--- src/rtl/dbg_clk_pkg.sv ---
// Shared types for the debug clock controller.
package dbg_clk_pkg;

  typedef enum logic [1:0] {
    RUN    = 2'd0,
    HALTED = 2'd1,
    RESUME = 2'd2,
    STEP   = 2'd3
  } dbg_state_t;

  typedef enum logic [1:0] {
    NONE      = 2'd0,
    BREAK     = 2'd1,
    REQ       = 2'd2,
    STEP_DONE = 2'd3
  } halt_cause_t;

endpackage

--- src/rtl/dbg_step_counter.sv ---
// Loadable down-counter that tracks the enabled cycles left in a debug step.
module dbg_step_counter #(
  parameter int CNT_W = 16
) (
  input  logic             clk,
  input  logic             reset,
  input  logic             clr,
  input  logic             load,
  input  logic [CNT_W-1:0] load_val,
  input  logic             dec,
  output logic [CNT_W-1:0] value,
  output logic             is_one
);

  logic [CNT_W-1:0] cnt_q;

  // Clear beats load, load beats decrement; never decrement past zero.
  always_ff @(posedge clk) begin
    if (!reset)                   cnt_q <= '0;
    else if (clr)                 cnt_q <= '0;
    else if (load)                cnt_q <= load_val;
    else if (dec && cnt_q != '0)  cnt_q <= cnt_q - 1'b1;
  end

  assign value  = cnt_q;
  assign is_one = (cnt_q == {{(CNT_W-1){1'b0}}, 1'b1});

endmodule

--- src/rtl/dbg_clk_ctrl.sv ---
// Debug clock controller: run / halt / N-cycle step control of the core
// clock enable, continue pulse to the breakpoint unit, enabled-cycle count.
module dbg_clk_ctrl
  import dbg_clk_pkg::*;
#(
  parameter int CNT_W = 16,
  parameter int CYC_W = 32
) (
  input  logic             clk,
  input  logic             reset,
  input  logic             stop_clk,
  input  logic             halt_req,
  input  logic             run_req,
  input  logic             step_req,
  input  logic [CNT_W-1:0] step_n,
  input  logic             cyc_clr,
  output logic             clk_en,
  output logic             break_continue,
  output logic             halted,
  output logic [1:0]       halt_cause,
  output logic [CYC_W-1:0] cyc_count
);

  dbg_state_t       state_q, state_d;
  halt_cause_t      cause_q, cause_d;
  logic             rts_q, rts_d;
  logic [CYC_W-1:0] cyc_q;

  logic             cnt_clr, cnt_load, cnt_dec, cnt_is_one;
  logic [CNT_W-1:0] cnt_value;
  logic             run_like;

  dbg_step_counter #(.CNT_W(CNT_W)) u_step_cnt (
    .clk      (clk),
    .reset    (reset),
    .clr      (cnt_clr),
    .load     (cnt_load),
    .load_val (step_n),
    .dec      (cnt_dec),
    .value    (cnt_value),
    .is_one   (cnt_is_one)
  );

  // While reset is held the state register may not yet show RUN, so the
  // outputs are forced to their reset-time values directly.
  assign run_like       = (state_q == RUN) || (state_q == STEP);
  assign clk_en         = !reset ? !stop_clk : (run_like && !stop_clk);
  assign break_continue = reset && (state_q == RESUME);
  assign halted         = reset && (state_q == HALTED);
  assign halt_cause     = cause_q;
  assign cyc_count      = cyc_q;

  // State, halt cause and step/run selection registers.
  always_ff @(posedge clk) begin
    if (!reset) begin
      state_q <= RUN;
      cause_q <= NONE;
      rts_q   <= 1'b0;
    end else begin
      state_q <= state_d;
      cause_q <= cause_d;
      rts_q   <= rts_d;
    end
  end

  // Next-state logic and step counter control.
  always_comb begin
    state_d  = state_q;
    cause_d  = cause_q;
    rts_d    = rts_q;
    cnt_clr  = 1'b0;
    cnt_load = 1'b0;
    cnt_dec  = 1'b0;
    unique case (state_q)
      RUN: begin
        if (stop_clk) begin
          state_d = HALTED;
          cause_d = BREAK;
        end else if (halt_req) begin
          state_d = HALTED;
          cause_d = REQ;
        end
      end
      HALTED: begin
        if (run_req) begin
          state_d = RESUME;
          rts_d   = 1'b0;
        end else if (step_req && step_n != '0) begin
          state_d  = RESUME;
          rts_d    = 1'b1;
          cnt_load = 1'b1;
        end
      end
      RESUME: begin
        cause_d = NONE;
        state_d = rts_q ? STEP : RUN;
      end
      STEP: begin
        if (stop_clk) begin
          state_d = HALTED;
          cause_d = BREAK;
          cnt_clr = 1'b1;
        end else if (halt_req) begin
          state_d = HALTED;
          cause_d = REQ;
          cnt_clr = 1'b1;
        end else if (cnt_is_one) begin
          // stop_clk is low here, so this is the last enabled cycle.
          state_d = HALTED;
          cause_d = STEP_DONE;
          cnt_clr = 1'b1;
        end else begin
          cnt_dec = 1'b1;
        end
      end
      default: begin
        state_d = RUN;
        cause_d = NONE;
      end
    endcase
  end

  // Enabled-cycle counter; clear wins over increment, wraps naturally.
  always_ff @(posedge clk) begin
    if (!reset)       cyc_q <= '0;
    else if (cyc_clr) cyc_q <= '0;
    else if (clk_en)  cyc_q <= cyc_q + 1'b1;
  end

endmodule
--- config.mk ---
export PLATFORM = sky130hd
export DESIGN_NAME = dbg_clk_ctrl
export DESIGN_NICKNAME = d
export VERILOG_FILES = /design/src/rtl/dbg_clk_pkg.sv /design/src/rtl/dbg_step_counter.sv /design/src/rtl/dbg_clk_ctrl.sv
export SDC_FILE = /design/constraint.sdc
export NUM_CORES = 1
export LEC_CHECK = 0
export CAP_MARGIN = 10
export CORE_MARGIN = 2
export CORE_UTILIZATION = 46
export DETAILED_ROUTE_END_ITERATION = 10
export GPL_TIMING_DRIVEN = 0
export PLACE_DENSITY = 0.77
export RECOVER_POWER = 50
export SYNTH_ARGS = -nofsm -noshare
export SYNTH_HDL_FRONTEND = slang
export SYNTH_SLANG_ARGS = --single-unit
--- constraint.sdc ---
create_clock -name clk -period 2.18 [get_ports clk]
set_input_delay 0.327 -clock clk [delete_from_list [all_inputs] [get_ports clk]]
set_output_delay 0.327 -clock clk [all_outputs]
set_load 0.02 [all_outputs]
==> results.md <==
- Yosys reg bits: 53
- Clock Sink Count: 53
- Die ar.: 0.00676 mm^2
- Synthesized netlist cell count: 337
- Crit end category: register
- Post-synthesis sequential area ratio: 0.377
- Status: finished, violations left
- Avg Inst Size Synth: 8.35 um^2
- Post-Synth Simple-Gate Area: 0.275
- CTS H-Tree Depth: 2
- Post-route cell area: 0.00397 mm^2
- GR Util All Layers: 0.225
- Inst Count DP: 471
- Non-filler cells, final: 497
- First-pass GRT wire length: 11800 um
- Stages on the worst setup path: 7
- Post-route minimum period: 2270 ps
- Max-slew violation count: 0
- Aggregate global routing overflow: 0
- Failing checks: negative setup slack
- Worst R2R Path Depth: 7
- Starting Density: 0.475
- Critical path buffers and inverters: 1
- Clk Tree Root Cell: clkbuf_8
- Initial DRC Count: 144
- Synth area leader: dfxtp_1
- DP Area: 0.00353 mm^2
- CP startpoint kind: register
- Mux contribution to synthesized area: 0.0147
- Pint: 1.77 mW
- Combinational fraction of design power: 0.267
- Worst slack, placed: -438 ps
- Crit path required time: 2410 ps
- Switch share: 0.297
- Die Wd: 82.2 um
- Seq. cell area: 0.00107 mm^2
- I/O pin count: 60
- Worst-skew pair later-pin latency: 310 ps
- Largest family of logic cells by synthesized area: simple AND/OR/NAND/NOR gates
- DP HPWL: 5010 um
- Worst slew margin: 0.592
- Final WS setup: -85.6 ps
- WHS: 486 ps
- CP arrival: 2490 ps
- Post-synthesis xor/xnor area fraction: 0.0840
- Top delay family on crit path: compound AO/OA/AOI/OAI gates
- Largest net degree at the start of global routing: 17
- Worst-path clk slew: 90 ps
- Library cells used by synthesis: 49
- Compound-gate portion of the synthesized area: 0.178
- Clock group share of total power: 0.313
- Vias in the first global route: 2616
- Vias per cell: 5.60
- Hold path depth: 2
- Via count: 2785
- Primary FF master, synth: dfxtp_1
- Row cnt: 28
- Max VDD drop: 461 uV
- Layout area overhead: 40.9%
- Routed len/inst: 14.7 um
- Clock Skew: 6.86 ps
- Top cell type's share of synthesized area: 0.377
- # diodes: 0
- Adder-Cell Fraction of Synth Area: 0.0356
- CTS Buffer Depth: 2
- RSZ-0062 raised after global routing: yes
- Drt pass-1 iters: 4
- Mapped Area: 0.00282 mm^2
- Syn Nets: 368
- CORE AREA: 0.00592 mm^2
- Fmax: 441 MHz
- CTS tree: yes
- Count of port buffers added during placement: 59
- Final nets: 452
- Slowest CP cell: a2111oi_1
- Top cells by area, synth: dfxtp_1 38%, xnor2_1 6.2%, nor2_1 5.5%
- Final Cycle Share: 1.04
- Synth warn: 0
- Actual slew at the worst max-slew pin: 611 ps
- NetSw: 0.748 mW
- Max Cap Violations: 0
- Seq pwr share: 0.420
- CP peak stage delay: 570 ps
- DRC Markers: 0
- GPL Wtd Cong: 0.901
- P per Cell Area: 636 mW/mm^2
- Initial antenna violation count: 0
- Area of the multi-input gates: 0.00180 mm^2
- Layout fillers: 487
- Final setup violation count: 19
- Post-synth ARST share: 0
- Crit Path Class: register to register
- WL final: 7300 um
- Hold Crit Class: register to register
- Num CTS Buffers: 5
- Crit-path max FO: 5
- Post-DRT Antenna Nets: 0
- Fraction of layout cells with a size suffix above 1: 0.168
- Hold buffers post-CTS: 0
- LEAKAGE: 1.40 nW
- Worst-path cell chain: buf_4, ha_1, nor3b_4, nand3_1, a2111oi_1, xnor2_1, a211oi_1
- EDFF count, synth: 0
- Chip Height: 82.2 um
- Hold Fails Final Rpt: 0
==> layout by cell type, fill, tap and decap left out, types with 4 or more instances in the layout <==
master / count
a211oi_1: 17
dfxtp_1: 48
clkdlybuf4s50_1: 27
dlygate4sd3_1: 28
a21oi_1: 16
xor2_1: 7
clkbuf_1: 6
buf_4: 18
xnor2_1: 20
nor4_1: 12
nand2_1: 23
inv_1: 9
ha_1: 6
nand4_1: 9
clkbuf_8: 5
nand3_1: 11
buf_6: 4
nor2_1: 41
o21ai_0: 15
or3_1: 13
==> worst paths after layout <==
kind	from	end	slack [ps]
setup / recovery	state_q[0]	u_step_cnt.value[6]	-90
hold / removal	state_q[1]	state_q[1]	490
setup reg to reg	state_q[0]	u_step_cnt.value[6]	-90
hold reg to reg	state_q[1]	state_q[1]	490
==> worst register-to-register path: cells and delay by family, from the launching register on <==
family | cells | cell delay, ps
AOI/OAI and AO/OA | 2 | 820
and+or+nand+nor | 2 | 500
DFF | 1 | 360
adders and majority gates | 1 | 210
xor gates and xnor gates | 1 | 170
buffers and inverters | 1 | 120
==> flip-flops by register name, indices dropped and copies added, names as in the netlist <==
name,count
cyc_count,32
state_q,2
rts_q,1
u_step_cnt.value,16
halt_cause,2
==> layer usage <==
metal,global-route usage,up-vias,part of all wire
met5,0,-,0
met4,0.0683,0,0.015
met3,0.0533,12,0.050
met2,0.356,67,0.46
met1,0.303,1303,0.47
li1,-,1403,-
==> metrics by stage <==
| stage | utilization | total power [mW] | TNS [ps] |
|---|---|---|---|
| after global routing | 0.670 | 2.64 | -3500 |
| final | 0.670 | 2.52 | -1050 |
| after global placement | 0.596 | 1.57 | -8820 |
| after floorplan | - | 1.42 | -85.7 |
| after CTS | 0.652 | 2.46 | -670 |
| after detailed placement | 0.596 | 1.58 | -9860 |
==> cell type report <==
| cell class | count | area share |
|---|---|---|
| flip-flops and latches | 53 | 0.271 |
| plain buffers | 13 | 0.0180 |
| clock buffers | 5 | 0.0174 |
| inverters | 12 | 0.0120 |
| multi-input cells | 258 | 0.453 |
| repair buffers | 78 | 0.188 |
| clock inverters | 3 | 0.0164 |
| well taps | 75 | 0.0237 |
==> cells by family (layout without fill, tap and decap cells) <==
| family | count (synthesis) | after routing |
|---|---|---|
| AO/OA/AOI/OAI | 74 | 74 |
| XOR/XNOR | 27 | 27 |
| multiplexers | 4 | 4 |
| buffers and inverters | 26 | 111 |
| flip-flops | 53 | 53 |
| AND/OR/NAND/NOR | 145 | 145 |
| adder cells (fa/ha/maj) | 8 | 8 |
==> power by group through the flow <==
stage	clock network (mW)	registers (mW)	logic (mW)
after CTS	0.806	1.06	0.593
after detailed placement	0	1.08	0.499
final	0.790	1.06	0.675
after floorplan	0	1.08	0.341
after global placement	0	1.08	0.492
after global routing	0.847	1.07	0.730
==> timing repair <==
| item | in CTS | in global routing |
|---|---|---|
| setup buffers | 13 | 5 |
| resized for setup | 32 | 24 |
| setup endpoints to repair | 26 | 30 |
| cloned | 1 | 0 |
| pin swaps | 7 | 9 |
==> Yosys cell counts, drive strengths merged (6+ instances only) <==
library cell / count
or3: 14
inv: 12
xnor2: 20
xor2: 7
nand2: 23
o21ai: 16
a2111oi: 6
nor2: 41
ha: 8
nand4: 9
a21oi: 19
dfxtp: 53
nand3: 13
clkbuf: 12
a211oi: 17
nor4: 14
(Power assumes the default switching activity.)
==> RTL change, RTL diff (same flow settings) <==
The parameter `CYC_W` goes from 32 to 48.
--- a/src/rtl/dbg_clk_ctrl.sv
+++ b/src/rtl/dbg_clk_ctrl.sv
@@ -4,7 +4,7 @@
   import dbg_clk_pkg::*;
 #(
   parameter int CNT_W = 16,
-  parameter int CYC_W = 32
+  parameter int CYC_W = 48
 ) (
   input  logic             clk,
   input  logic             reset,
Ports: changed (resized cyc_count); port bits go from 60 to 76. No check against the original RTL was run, so the function may have changed too.
==> RTL change against the original RTL <==
- routed wire length is 47% higher
- cell area is 28% higher
- first-iteration DRC count is 58% higher
- setup slack better by 140 ps
- sequential cell count is 16 higher
- total power is 17% higher
- area after synthesis is 33% higher
- global-route usage is 1.3 points higher
- critical path depth is 2 higher
- synthesized cell count is 33% higher
- via count is 41% higher
- sequential power is 28% higher
- critical endpoint is now cyc_count[40]
==> RTL change: results <==
export IMPL_antenna_found_initial=0
export IMPL_multi_input_area_sq_um=2302
export IMPL_use_met3_pct=4.414
export IMPL_nNonClkBuffers=113
export IMPL_p_leak_nw=1.867
export IMPL_flops_and_latches=69
export IMPL_met2_wirelength_um=5154
export IMPL_largest_reg_flops=48
export IMPL_reg2regPathDepth=9
export IMPL_worst_slew_pin_transition_ps=611.7
export IMPL_power_density_nw_per_um2=582.8
export IMPL_grt_max_degree=14
export IMPL_routed_wl_met3_um=624
export IMPL_nNetsFinal=584
export IMPL_yosysWarningCount=0
export IMPL_synth_common_cells="dfxtp_1 (69), nor2_1 (45), nand2_1 (31)"
export IMPL_ir_drop_v=0.0004182
export IMPL_drt_iter0_drc=227
export IMPL_clock_latency_ps=350
export IMPL_grt_use_total_pct=23.80
export IMPL_clk_share_pct=3.459
export IMPL_ys_types=59
export IMPL_seq_area_frac_synth_pct=36.85
export IMPL_grt_pass1_wl_um=16880
export IMPL_postSynthNetCount=480
export IMPL_dp_hpwl_um=7377
export IMPL_setup_viol=0
export IMPL_wl_met1_um=4800
export IMPL_cp_data_arrival_time_ps=2400
export IMPL_grt_pass1_vias=3556
export IMPL_status="completed"
export IMPL_cts_buffers=9
export IMPL_seq_power_mw=1.36
export IMPL_cts_htree_levels=3
export IMPL_nNonClkInverters=14
export IMPL_dpl_cell_area_sq_um=4651
export IMPL_multi_input_cells=346
export IMPL_min_delay_start="halt_cause[0]"
export IMPL_buf_share_pct=20.04
export IMPL_regArea_sq_um=1389
export IMPL_cts_resized=10
export IMPL_pg_comb_mw=0.641
export IMPL_grt_met1_usage_pct=31.76
export IMPL_nFillCells=672
export IMPL_holdPathEnd="halt_cause[0]"
export IMPL_cpPeakStageDelay_ps=500
export IMPL_rrSetupSlack_ps=60
export IMPL_fin_util_pct=64.86
export IMPL_final_layout_size_suffix_gt1_share_pct=15.41
export IMPL_r2r_end="cyc_count[40]"
export IMPL_holdCritPathClass="flip-flop to flip-flop"
export IMPL_wirelength_um=10710
export IMPL_p_sw_mw=0.9249
RTL change: cell types whose count changed in the layout (fill, tap and decap cells not counted), sizes merged, moves of 8 or more:
cell,change
dfxtp,+16
nand3,+10
clkbuf,+8
nand4,+8
a21oi,+10
o21ai,+10
o31ai,+8
nand2,+9
dlygate4sd3,+24
a211oi,-10
RTL change: stage by stage:
step                instances  TNS, ps  hold slack (ps)  worst slack (ps)
floorplan                 449        0            436.6             10.35
global route              660   -306.7            509.3            -58.72
CTS                       655        0            502.2            0.9208
global placement          626   -14960            474.9            -593.0
detailed placement        626   -16460            481.1            -657.9
finish                    660        0            496.2             56.16
RTL change: cell families after synthesis:
logic type,count (synthesis),share of synthesized area (%)
AO/OA/AOI/OAI,96,16.69
XOR/XNOR,28,6.542
adder cells (fa/ha/maj),8,2.670
buffers and inverters,34,3.772
flip-flops,69,36.85
multiplexers,3,0.8011
AND/OR/NAND/NOR,211,32.68
